**src/rtl/esn_tanh_seq_if.sv**
```systemverilog
// Sequencer bundle: controller handshake, state-RAM read/write ports and the tanh pipeline taps.
// No flow control; the sequencer (master) owns every strobe and address.
interface esn_tanh_seq_if #(
    parameter int N      = 32,
    parameter int ADDR_W = 8
);
    logic              start;
    logic [ADDR_W-1:0] base;
    logic [ADDR_W-1:0] len;
    logic              abort;
    logic              busy;
    logic              done;
    logic              rd_en;
    logic [ADDR_W-1:0] rd_addr;
    logic [N-1:0]      rd_data;
    logic [N-1:0]      tanh_in;
    logic [N-1:0]      tanh_out;
    logic              wr_en;
    logic [ADDR_W-1:0] wr_addr;
    logic [N-1:0]      wr_data;

    modport master (
        input  start, base, len, abort, rd_data, tanh_out,
        output busy, done, rd_en, rd_addr, tanh_in, wr_en, wr_addr, wr_data
    );

    modport slave (
        output start, base, len, abort, rd_data, tanh_out,
        input  busy, done, rd_en, rd_addr, tanh_in, wr_en, wr_addr, wr_data
    );
endinterface

```
**src/rtl/esn_tanh_seq.sv**
```systemverilog
// Streams len words RAM -> tanh -> RAM at 1 word/clk; write lands 1+TANH_LAT cycles after its read,
// done 1+TANH_LAT+1 cycles after the last read. Never stalls: abort is the only way to stop a pass.
module esn_tanh_seq #(
    parameter int N        = 32,
    parameter int ADDR_W   = 8,
    parameter int TANH_LAT = 3
) (
    input  logic           clk,
    input  logic           rst,
    esn_tanh_seq_if.master bus
);
    localparam int STAGES = 1 + TANH_LAT;

    localparam logic [1:0] S_IDLE  = 2'd0;
    localparam logic [1:0] S_ISSUE = 2'd1;
    localparam logic [1:0] S_DRAIN = 2'd2;
    localparam logic [1:0] S_DONE  = 2'd3;

    logic [1:0]        state;
    logic [ADDR_W-1:0] base_q;
    logic [ADDR_W-1:0] len_q;
    logic [ADDR_W-1:0] cnt_q;
    logic              done_q;
    logic              issue;
    logic              kill;
    logic [STAGES-1:0] dl_vld;
    logic [ADDR_W-1:0] dl_addr [STAGES];

    // abort also masks the read of the cycle it is seen in, so nothing new enters the delay line
    assign kill  = bus.abort && (state == S_ISSUE || state == S_DRAIN);
    assign issue = (state == S_ISSUE) && !bus.abort;

    assign bus.rd_en   = issue;
    assign bus.rd_addr = base_q + cnt_q;
    assign bus.tanh_in = bus.rd_data;
    assign bus.wr_en   = dl_vld[STAGES-1];
    assign bus.wr_addr = dl_addr[STAGES-1];
    assign bus.wr_data = bus.tanh_out;
    assign bus.busy    = (state != S_IDLE);
    assign bus.done    = done_q;

    always_ff @(posedge clk or posedge rst) begin
        if (rst) begin
            state  <= S_IDLE;
            base_q <= '0;
            len_q  <= '0;
            cnt_q  <= '0;
            done_q <= 1'b0;
        end else begin
            done_q <= (state == S_DONE);
            case (state)
                S_IDLE: begin
                    if (bus.start) begin
                        if (bus.len != '0) begin
                            base_q <= bus.base;
                            len_q  <= bus.len;
                            cnt_q  <= '0;
                            state  <= S_ISSUE;
                        end else begin
                            state <= S_DONE;
                        end
                    end
                end
                S_ISSUE: begin
                    if (kill) begin
                        state <= S_IDLE;
                    end else begin
                        cnt_q <= cnt_q + 1'b1;
                        if (cnt_q == len_q - 1'b1)
                            state <= S_DRAIN;
                    end
                end
                S_DRAIN: begin
                    // leave when only the output stage is left, so done lines up one cycle after the last write
                    if (kill)
                        state <= S_IDLE;
                    else if (dl_vld[STAGES-3:0] == '0)
                        state <= S_DONE;
                end
                default: state <= S_IDLE;
            endcase
        end
    end

    always_ff @(posedge clk or posedge rst) begin
        if (rst) begin
            dl_vld <= '0;
            for (int i = 0; i < STAGES; i++)
                dl_addr[i] <= '0;
        end else begin
            if (kill)
                dl_vld <= '0;
            else
                dl_vld <= {dl_vld[STAGES-2:0], issue};
            dl_addr[0] <= bus.rd_addr;
            for (int i = 1; i < STAGES; i++)
                dl_addr[i] <= dl_addr[i-1];
        end
    end
endmodule
```
**src/flat_wrapper.sv**
```systemverilog
// flat-port wrapper written by rule: the top's interface ports become plain ports
module esn_tanh_seq_flat 
#(
    parameter int N        = 32,
    parameter int ADDR_W   = 8,
    parameter int TANH_LAT = 3
)
  (clk, rst, bus_start, bus_base, bus_len, bus_abort, bus_rd_data, bus_tanh_out, bus_busy, bus_done, bus_rd_en, bus_rd_addr, bus_tanh_in, bus_wr_en, bus_wr_addr, bus_wr_data);
  esn_tanh_seq_if #(.N(N), .ADDR_W(ADDR_W)) bus_i ();
  input  logic clk;
  input  logic rst;
  input wire logic [$bits(bus_i.start)-1:0] bus_start;
  input wire logic [$bits(bus_i.base)-1:0] bus_base;
  input wire logic [$bits(bus_i.len)-1:0] bus_len;
  input wire logic [$bits(bus_i.abort)-1:0] bus_abort;
  input wire logic [$bits(bus_i.rd_data)-1:0] bus_rd_data;
  input wire logic [$bits(bus_i.tanh_out)-1:0] bus_tanh_out;
  output wire logic [$bits(bus_i.busy)-1:0] bus_busy;
  output wire logic [$bits(bus_i.done)-1:0] bus_done;
  output wire logic [$bits(bus_i.rd_en)-1:0] bus_rd_en;
  output wire logic [$bits(bus_i.rd_addr)-1:0] bus_rd_addr;
  output wire logic [$bits(bus_i.tanh_in)-1:0] bus_tanh_in;
  output wire logic [$bits(bus_i.wr_en)-1:0] bus_wr_en;
  output wire logic [$bits(bus_i.wr_addr)-1:0] bus_wr_addr;
  output wire logic [$bits(bus_i.wr_data)-1:0] bus_wr_data;
  assign bus_i.start = bus_start;
  assign bus_i.base = bus_base;
  assign bus_i.len = bus_len;
  assign bus_i.abort = bus_abort;
  assign bus_i.rd_data = bus_rd_data;
  assign bus_i.tanh_out = bus_tanh_out;
  assign bus_busy = bus_i.busy;
  assign bus_done = bus_i.done;
  assign bus_rd_en = bus_i.rd_en;
  assign bus_rd_addr = bus_i.rd_addr;
  assign bus_tanh_in = bus_i.tanh_in;
  assign bus_wr_en = bus_i.wr_en;
  assign bus_wr_addr = bus_i.wr_addr;
  assign bus_wr_data = bus_i.wr_data;
  esn_tanh_seq #(.N(N), .ADDR_W(ADDR_W), .TANH_LAT(TANH_LAT)) u_core (.clk(clk), .rst(rst), .bus(bus_i));
endmodule
```
**config.mk**
```make
export PLATFORM = sky130hd
export DESIGN_NAME = esn_tanh_seq_flat
export DESIGN_NICKNAME = d
export VERILOG_FILES = /design/src/rtl/esn_tanh_seq_if.sv /design/src/rtl/esn_tanh_seq.sv /design/src/flat_wrapper.sv
export SDC_FILE = /design/constraint.sdc
export NUM_CORES = 1
export LEC_CHECK = 0
export CAP_MARGIN = 20
export CORE_MARGIN = 2
export CORE_UTILIZATION = 38
export CTS_CLUSTER_DIAMETER = 60
export CTS_CLUSTER_SIZE = 14
export DETAILED_ROUTE_END_ITERATION = 6
export PLACE_DENSITY = 0.78
export SETUP_SLACK_MARGIN = 0.2
export SLEW_MARGIN = 20
export SYNTH_ARGS = -nofsm -noshare
export SYNTH_HDL_FRONTEND = slang
export SYNTH_SLANG_ARGS = --single-unit
```
**constraint.sdc**
```tcl
create_clock -name clk -period 3.99 [get_ports clk]
set_input_delay 0.798 -clock clk [delete_from_list [all_inputs] [get_ports clk]]
set_output_delay 0.798 -clock clk [all_outputs]
set_load 0.05 [all_outputs]
```
==> results.sh, run 1 <==
export IMPL_cp_max_fo=7
export IMPL_crit_buf_inv=2
export IMPL_insertion_delay_ps=340
export IMPL_rsz0062_at_grt="no"
export IMPL_grt_pass1_vias=1976
export IMPL_dieWidth_um=96.1
export IMPL_cts_buffers=9
export IMPL_slew_headroom=0.646
export IMPL_antenna_found_initial=0
export IMPL_yosysUniqueCellTypes=42
export IMPL_design_area_um2=3480
export IMPL_hpwlAfterDp_um=4940
export IMPL_vdd_ir_drop_worst_mv=0.771
export IMPL_port_buffers=39
export IMPL_skew_ps=10.5
export IMPL_final_net_count=364
export IMPL_async_flop_share=1.00
export IMPL_coreArea_um2=8220
export IMPL_drc=0
export IMPL_fmax_mhz=293
export IMPL_synth_warnings=0
export IMPL_leakage_uw=0.00152
export IMPL_path_cells="ha_1 > inv_1 > fa_1 > xnor2_1 > clkdlybuf4s50_1"
export IMPL_r2r_start="u_core.len_q[0]"
export IMPL_dr_pass1_iters=4
export IMPL_synth_nets=387
export IMPL_grt_pass1_wl_um=10000
export IMPL_area_growth_pct=7.91
export IMPL_worst_pin_slew_ps=529
export IMPL_cts_sinks=63
export IMPL_cp_data_arrival_time_ps=2610
export IMPL_cap_violations=0
export IMPL_ant_nets=0
export IMPL_vias_per_cell=4.91
export IMPL_start_kind="flip-flop"
export IMPL_vias=1848
export IMPL_drt_wirelength_per_cell_um=16.7
export IMPL_ys_ff_latch=63
export IMPL_cts_htree_levels=3
export IMPL_critPathCaptureType="primary output"
export IMPL_ys_seq_area_frac=0.489
export IMPL_cp_slowest_cell="clkdlybuf4s50_1"
export IMPL_drt_total_wl_um=6290
export IMPL_post_dp_cell_area_um2=3210
export IMPL_ios=168
export IMPL_powerDensity_nw_per_um2=934
export IMPL_final_max_slew_violation_count=0
export IMPL_cp_required_ps=3190
export IMPL_ctsHoldBuffers=0
export IMPL_die_h_um=96.1
export IMPL_final_util=0.424
export IMPL_start_util=0.393
export IMPL_gp_congestion=0.837
export IMPL_syn_cell_area_um2=3230
export IMPL_critPathLaunch="u_core.cnt_q[0]"
export IMPL_period_minus_slack_ps=3410
export IMPL_antenna_cells=0
export IMPL_synth_edf_count=0
export IMPL_dieArea_um2=9240
export IMPL_avgSynthCellArea_um2=11.2
export IMPL_crit_type="reg -> out"
export IMPL_final_setup_tns_ps=0
export IMPL_cts_root_buf="clkbuf_8"
export IMPL_cts_buffer_depth=2
export IMPL_timing_final_crit_share=0.855
export IMPL_status="completed"
export IMPL_cts_tree="built"
export IMPL_drive_gt1_frac=0.137
export IMPL_final_setup_viol_count=0
export IMPL_slowest_delay_ps=860
export IMPL_grt_usage=0.147
export IMPL_hold_viol=0
export IMPL_num_rows=33
export IMPL_min_path_type="reg -> reg"
export IMPL_cp_top_family="buffers and inverters"
export IMPL_grt_overflow=0
export IMPL_synth_ff_type="dfrtp_1"
export IMPL_synthCells=289
export IMPL_clk_pin_slew_ps=70
export IMPL_hold_path_startpoint="u_core.dl_addr[22]"
export IMPL_first_iter_violations=86
export IMPL_grt_max_degree=48
==> cell families (layout without fill, tap and decap cells) <==
logic type      after synthesis  after routing  share of synthesized area
buf+inv                      89             71                      0.188
xor+xnor                     18             18                     0.0489
mux                          17             17                     0.0582
compound gates               32             32                     0.0640
fa+ha+maj                    14             14                     0.0566
flops                        63             63                      0.489
simple gates                 56             56                     0.0958
==> final timing paths <==
path,to,slack (ps),depth (start not counted)
setup / recovery,bus_rd_addr[2],580,5
hold / removal,u_core.dl_addr[14],340,0
setup reg to reg,u_core.state[0],1660,8
hold reg to reg,u_core.dl_addr[14],340,0
max in group asynchronous,u_core.dl_addr[29],2650,3
min in group asynchronous,u_core.dl_vld[3],760,2
==> cells in the final DEF (no fill, tap or decap), drive strengths merged, types with 2 or more instances in the layout <==
cell / n
inv: 13
ha: 13
nor3: 4
nand2: 9
o21ai: 14
and2: 4
clkbuf: 12
nand2b: 3
dfrtp: 63
mux2: 14
nor2b: 2
nand3: 8
mux2i: 3
xnor2: 13
nand4: 2
or4: 2
dlymetal6s2s: 2
nor2: 13
nor3b: 2
a21boi: 2
buf: 3
a21oi: 3
clkdlybuf4s50: 35
bufinv: 4
xor2: 5
o31ai: 2
o21a: 3
and3: 2
==> stage by stage <==
step,total power (uW),hold WS [ps],setup WS (ps),instances
6_report,3250,342,580,376
5_1_grt,3450,350,268,376
3_3_place_gp,2520,332,462,359
2_1_floorplan,2340,331,744,289
3_5_place_dp,2560,335,390,359
4_1_cts,3280,337,321,375
==> cells in the mapped netlist (all sizes together) (3+ instances only) <==
master,number,area share
inv,13,0.015
ha,13,0.050
nand2,9,0.010
xor2,5,0.014
buf,73,0.17
and2,4,0.0078
nand2b,3,0.0058
nor2,13,0.015
dfrtp,63,0.49
a21oi,3,0.0047
mux2i,3,0.0093
o21ai,14,0.022
xnor2,13,0.035
nand3,8,0.012
o21a,3,0.0070
mux2,14,0.049
nor3,4,0.0078
clkbuf,3,0.0035
==> flip-flops by register name (all words and copies together) (netlist names) <==
| name | cells |
|---|---|
| u_core.len_q | 8 |
| u_core.dl_vld | 4 |
| u_core.bus.done | 1 |
| u_core.bus.wr_addr | 8 |
| u_core.dl_addr | 24 |
| u_core.cnt_q | 8 |
| u_core.state | 2 |
| u_core.base_q | 8 |
==> power breakdown <==
group / leakage, uW / internal, uW / switching (uW)
clock network: 0.000126 / 477 / 238
registers: 0.000770 / 926 / 171
logic: 0.000622 / 548 / 889
total: 0.00152 / 1950 / 1300
==> cell type report <==
type / count / area, um^2
fill: 730 / 4740
sequential: 63 / 1580
multi-input combinational: 137 / 1040
timing repair buffer: 42 / 420
clock inverter: 6 / 133
tap: 105 / 131
clock buffer: 10 / 128
inverter: 13 / 48.8
==> what timing repair did <==
item,CTS,global route
endpoints found under the setup margin,2,4
endpoints found under the hold margin,0,0
resized for setup,2,6
buffers inserted,0,0
==> per-layer routing <==
metal	wire length, um	vias up	track usage
met2	3320	96	0.253
met4	146	0	0.0702
met3	644	26	0.0650
met5	0	-	0
li1	-	845	-
met1	2180	881	0.151
Power figures use the tool's default switching activity.
==> run 2: changes to the inputs <==
==> constraint.sdc (replaced) <==
create_clock -name clk -period 3.7 [get_ports clk]
set_input_delay 0.74 -clock clk [delete_from_list [all_inputs] [get_ports clk]]
set_output_delay 0.74 -clock clk [all_outputs]
set_load 0.05 [all_outputs]
==> run 2 against run 1 <==
- combinational power is 7% higher
- flip-flop and latch count stayed put
- global-route usage is 0.96 points lower
- final area is 2.1% lower
- register-to-register slack worse by 240 ps
- power is 2.3% higher
- non-clock buffer count is 1 lower
- worst setup slack worse by 190 ps
- sequential share of layout area is 1.0 points higher
- sequential power is 7% higher
- final cell count is 0.27% lower
- hold slack better by 1.5 ps
- critical path type unchanged
- largest cell class unchanged
==> results.sh, run 2 (synthesized netlist as in run 1, its figures left out) <==
export IMPL_post_cts_buffers=0
export IMPL_min_path_type="reg -> reg"
export IMPL_cap_violations=0
export IMPL_cp_data_arrival_time_ps=2570
export IMPL_cts_buffers=9
export IMPL_final_max_slew_violation_count=0
export IMPL_hold_viol=0
export IMPL_first_iter_violations=135
export IMPL_rsz0062_at_grt="no"
export IMPL_crit_type="reg -> out"
export IMPL_cts_root_buf="clkbuf_8"
export IMPL_ant_nets=0
export IMPL_r2r_end="u_core.state[0]"
export IMPL_status="completed"
export IMPL_grt_max_degree=64
export IMPL_die_h_um=96.1
export IMPL_ff2ff_path_depth=8
export IMPL_largest_reg_flops=24
export IMPL_cp_slowest_cell="dlygate4sd2_1"
export IMPL_total_power_uw=3320
export IMPL_grt_pass1_vias=1868
export IMPL_powerDensity_nw_per_um2=976
export IMPL_slowest_delay_ps=560
export IMPL_port_buffers=39
export IMPL_hpwlAfterDp_um=4720
export IMPL_timing_final_crit_share=0.895
export IMPL_slew_headroom=0.499
export IMPL_fmax_mhz=302
export IMPL_worst_pin_slew_ps=751
export IMPL_final_net_count=363
export IMPL_layout_commonest_cell="dfrtp_1"
export IMPL_hold_depth=0
export IMPL_whs_endpoint="u_core.dl_addr[8]"
export IMPL_insertion_delay_ps=340
export IMPL_grt_pass1_wl_um=9370
export IMPL_period_minus_slack_ps=3310
export IMPL_ios=168
export IMPL_antenna_found_initial=0
export IMPL_dieWidth_um=96.1
export IMPL_r2r_start="u_core.len_q[0]"
export IMPL_multi_input_area_um2=1040
export IMPL_coreArea_um2=8220
export IMPL_final_setup_viol_count=0
export IMPL_path_depth=8
export IMPL_drt_total_wl_um=6160
export IMPL_start_util=0.393
export IMPL_final_seq_area_um2=1580
export IMPL_leakage_uw=0.00146
export IMPL_crit_buf_inv=1
export IMPL_cts_buffer_depth=2
export IMPL_antenna_cells=0
export IMPL_critPathCaptureType="primary output"
export IMPL_n_fill_cell=728
export IMPL_cp_max_fo=6
export IMPL_drive_gt1_frac=0.141
export IMPL_clk_pin_slew_ps=70
export IMPL_drc=0
export IMPL_dr_pass1_iters=4
export IMPL_cp_required_ps=2960
export IMPL_largest_register="u_core.dl_addr"
export IMPL_vdd_ir_drop_worst_mv=0.796
export IMPL_start_kind="flip-flop"
export IMPL_dieArea_um2=9240
export IMPL_vias=1825
export IMPL_cts_tree="built"
export IMPL_grt_usage=0.137
export IMPL_gp_congestion=0.834
export IMPL_num_rows=33
export IMPL_area_growth_pct=5.62
export IMPL_final_setup_tns_ps=0
export IMPL_skew_ps=8.31
export IMPL_cts_htree_levels=3
export IMPL_vias_per_cell=4.87
export IMPL_hold_path_startpoint="u_core.dl_addr[16]"
export IMPL_final_cell_mix="dfrtp_1 (62), clkdlybuf4s50_1 (35), o21ai_0 (14)"
export IMPL_rrSetupSlack_ps=1420
export IMPL_grt_overflow=0
export IMPL_cp_top_family="buffers and inverters"
export IMPL_drt_wirelength_per_cell_um=16.4
export IMPL_path_cells="ha_1 > a21o_1 > a21oi_1 > nand2b_1 > a21boi_0 > nor2_1 > xnor2_1 > dlygate4sd2_1"
export IMPL_cts_sinks=63
[run 2: cell types whose count changed in the layout (fill, tap and decap cells not counted), moves of 2 or more]
cell,previous run,this run
buf_4,2,4
clkinvlp_4,1,3
clkbuf_2,2,0
bufinv_16,4,1
clkinv_4,0,2
dlygate4sd2_1,0,2
dlymetal6s2s_1,2,0
[run 2: stage by stage]
stage               setup slack, ps  std cells  hold WS [ps]   util  area, um^2
floorplan                       512        289           331      -        3230
global placement                495        359           332  0.390        3200
detailed placement              446        359           335  0.390        3200
CTS                             314        375           345  0.414        3410
global route                    236        375           349  0.415        3410
finish                          390        375           343  0.415        3410
[run 2: how the worst max path moves through the flow]
stage,startpoint,endpoint,slack (ps)
3_5_place_dp,u_core.cnt_q[1],bus_rd_addr[5],450
4_1_cts,u_core.cnt_q[0],bus_rd_addr[6],310
6_report,u_core.cnt_q[1],bus_rd_addr[5],390
5_1_grt,u_core.cnt_q[2],bus_rd_addr[5],240
3_3_place_gp,u_core.cnt_q[1],bus_rd_addr[5],490
2_1_floorplan,u_core.cnt_q[0],bus_rd_addr[6],510
[run 2: power breakdown]
group | switching (uW) | internal, uW
Clock | 280 | 331
Combinational | 951 | 587
Sequential | 177 | 998
Total | 1410 | 1920
[run 2: final cells by class]
type / instances / share of cell area
tap: 105 / 0.0386
clock inverter: 6 / 0.0206
clock buffer: 10 / 0.0404
inverter: 13 / 0.0143
multi-input combinational: 137 / 0.306
timing repair buffer: 41 / 0.117
sequential: 63 / 0.463
[run 2: what timing repair did]
action | in CTS | in global routing
resized for setup | 2 | 2
hold buffers | 0 | 0
setup endpoints to repair | 2 | 1
[run 2: layer usage]
| metal | global-route usage | vias up | part of all wire |
|---|---|---|---|
| li1 | - | 843 | - |
| met1 | 0.142 | 883 | 0.36 |
| met2 | 0.232 | 73 | 0.52 |
| met3 | 0.0572 | 26 | 0.098 |
| met4 | 0.0774 | 0 | 0.026 |
| met5 | 0 | - | 0 |
==> run 3: changes to the inputs <==
--- a/config.mk
+++ b/config.mk
@@ -13,7 +13,7 @@
 export DETAILED_ROUTE_END_ITERATION = 6
 export PLACE_DENSITY = 0.78
 export SETUP_SLACK_MARGIN = 0.2
-export SLEW_MARGIN = 20
+export SLEW_MARGIN = 25
 export SYNTH_ARGS = -nofsm -noshare
 export SYNTH_HDL_FRONTEND = slang
 export SYNTH_SLANG_ARGS = --single-unit
==> results of run 3 <==
No change in the layout: final DEF, timing and power equal those of run 2.
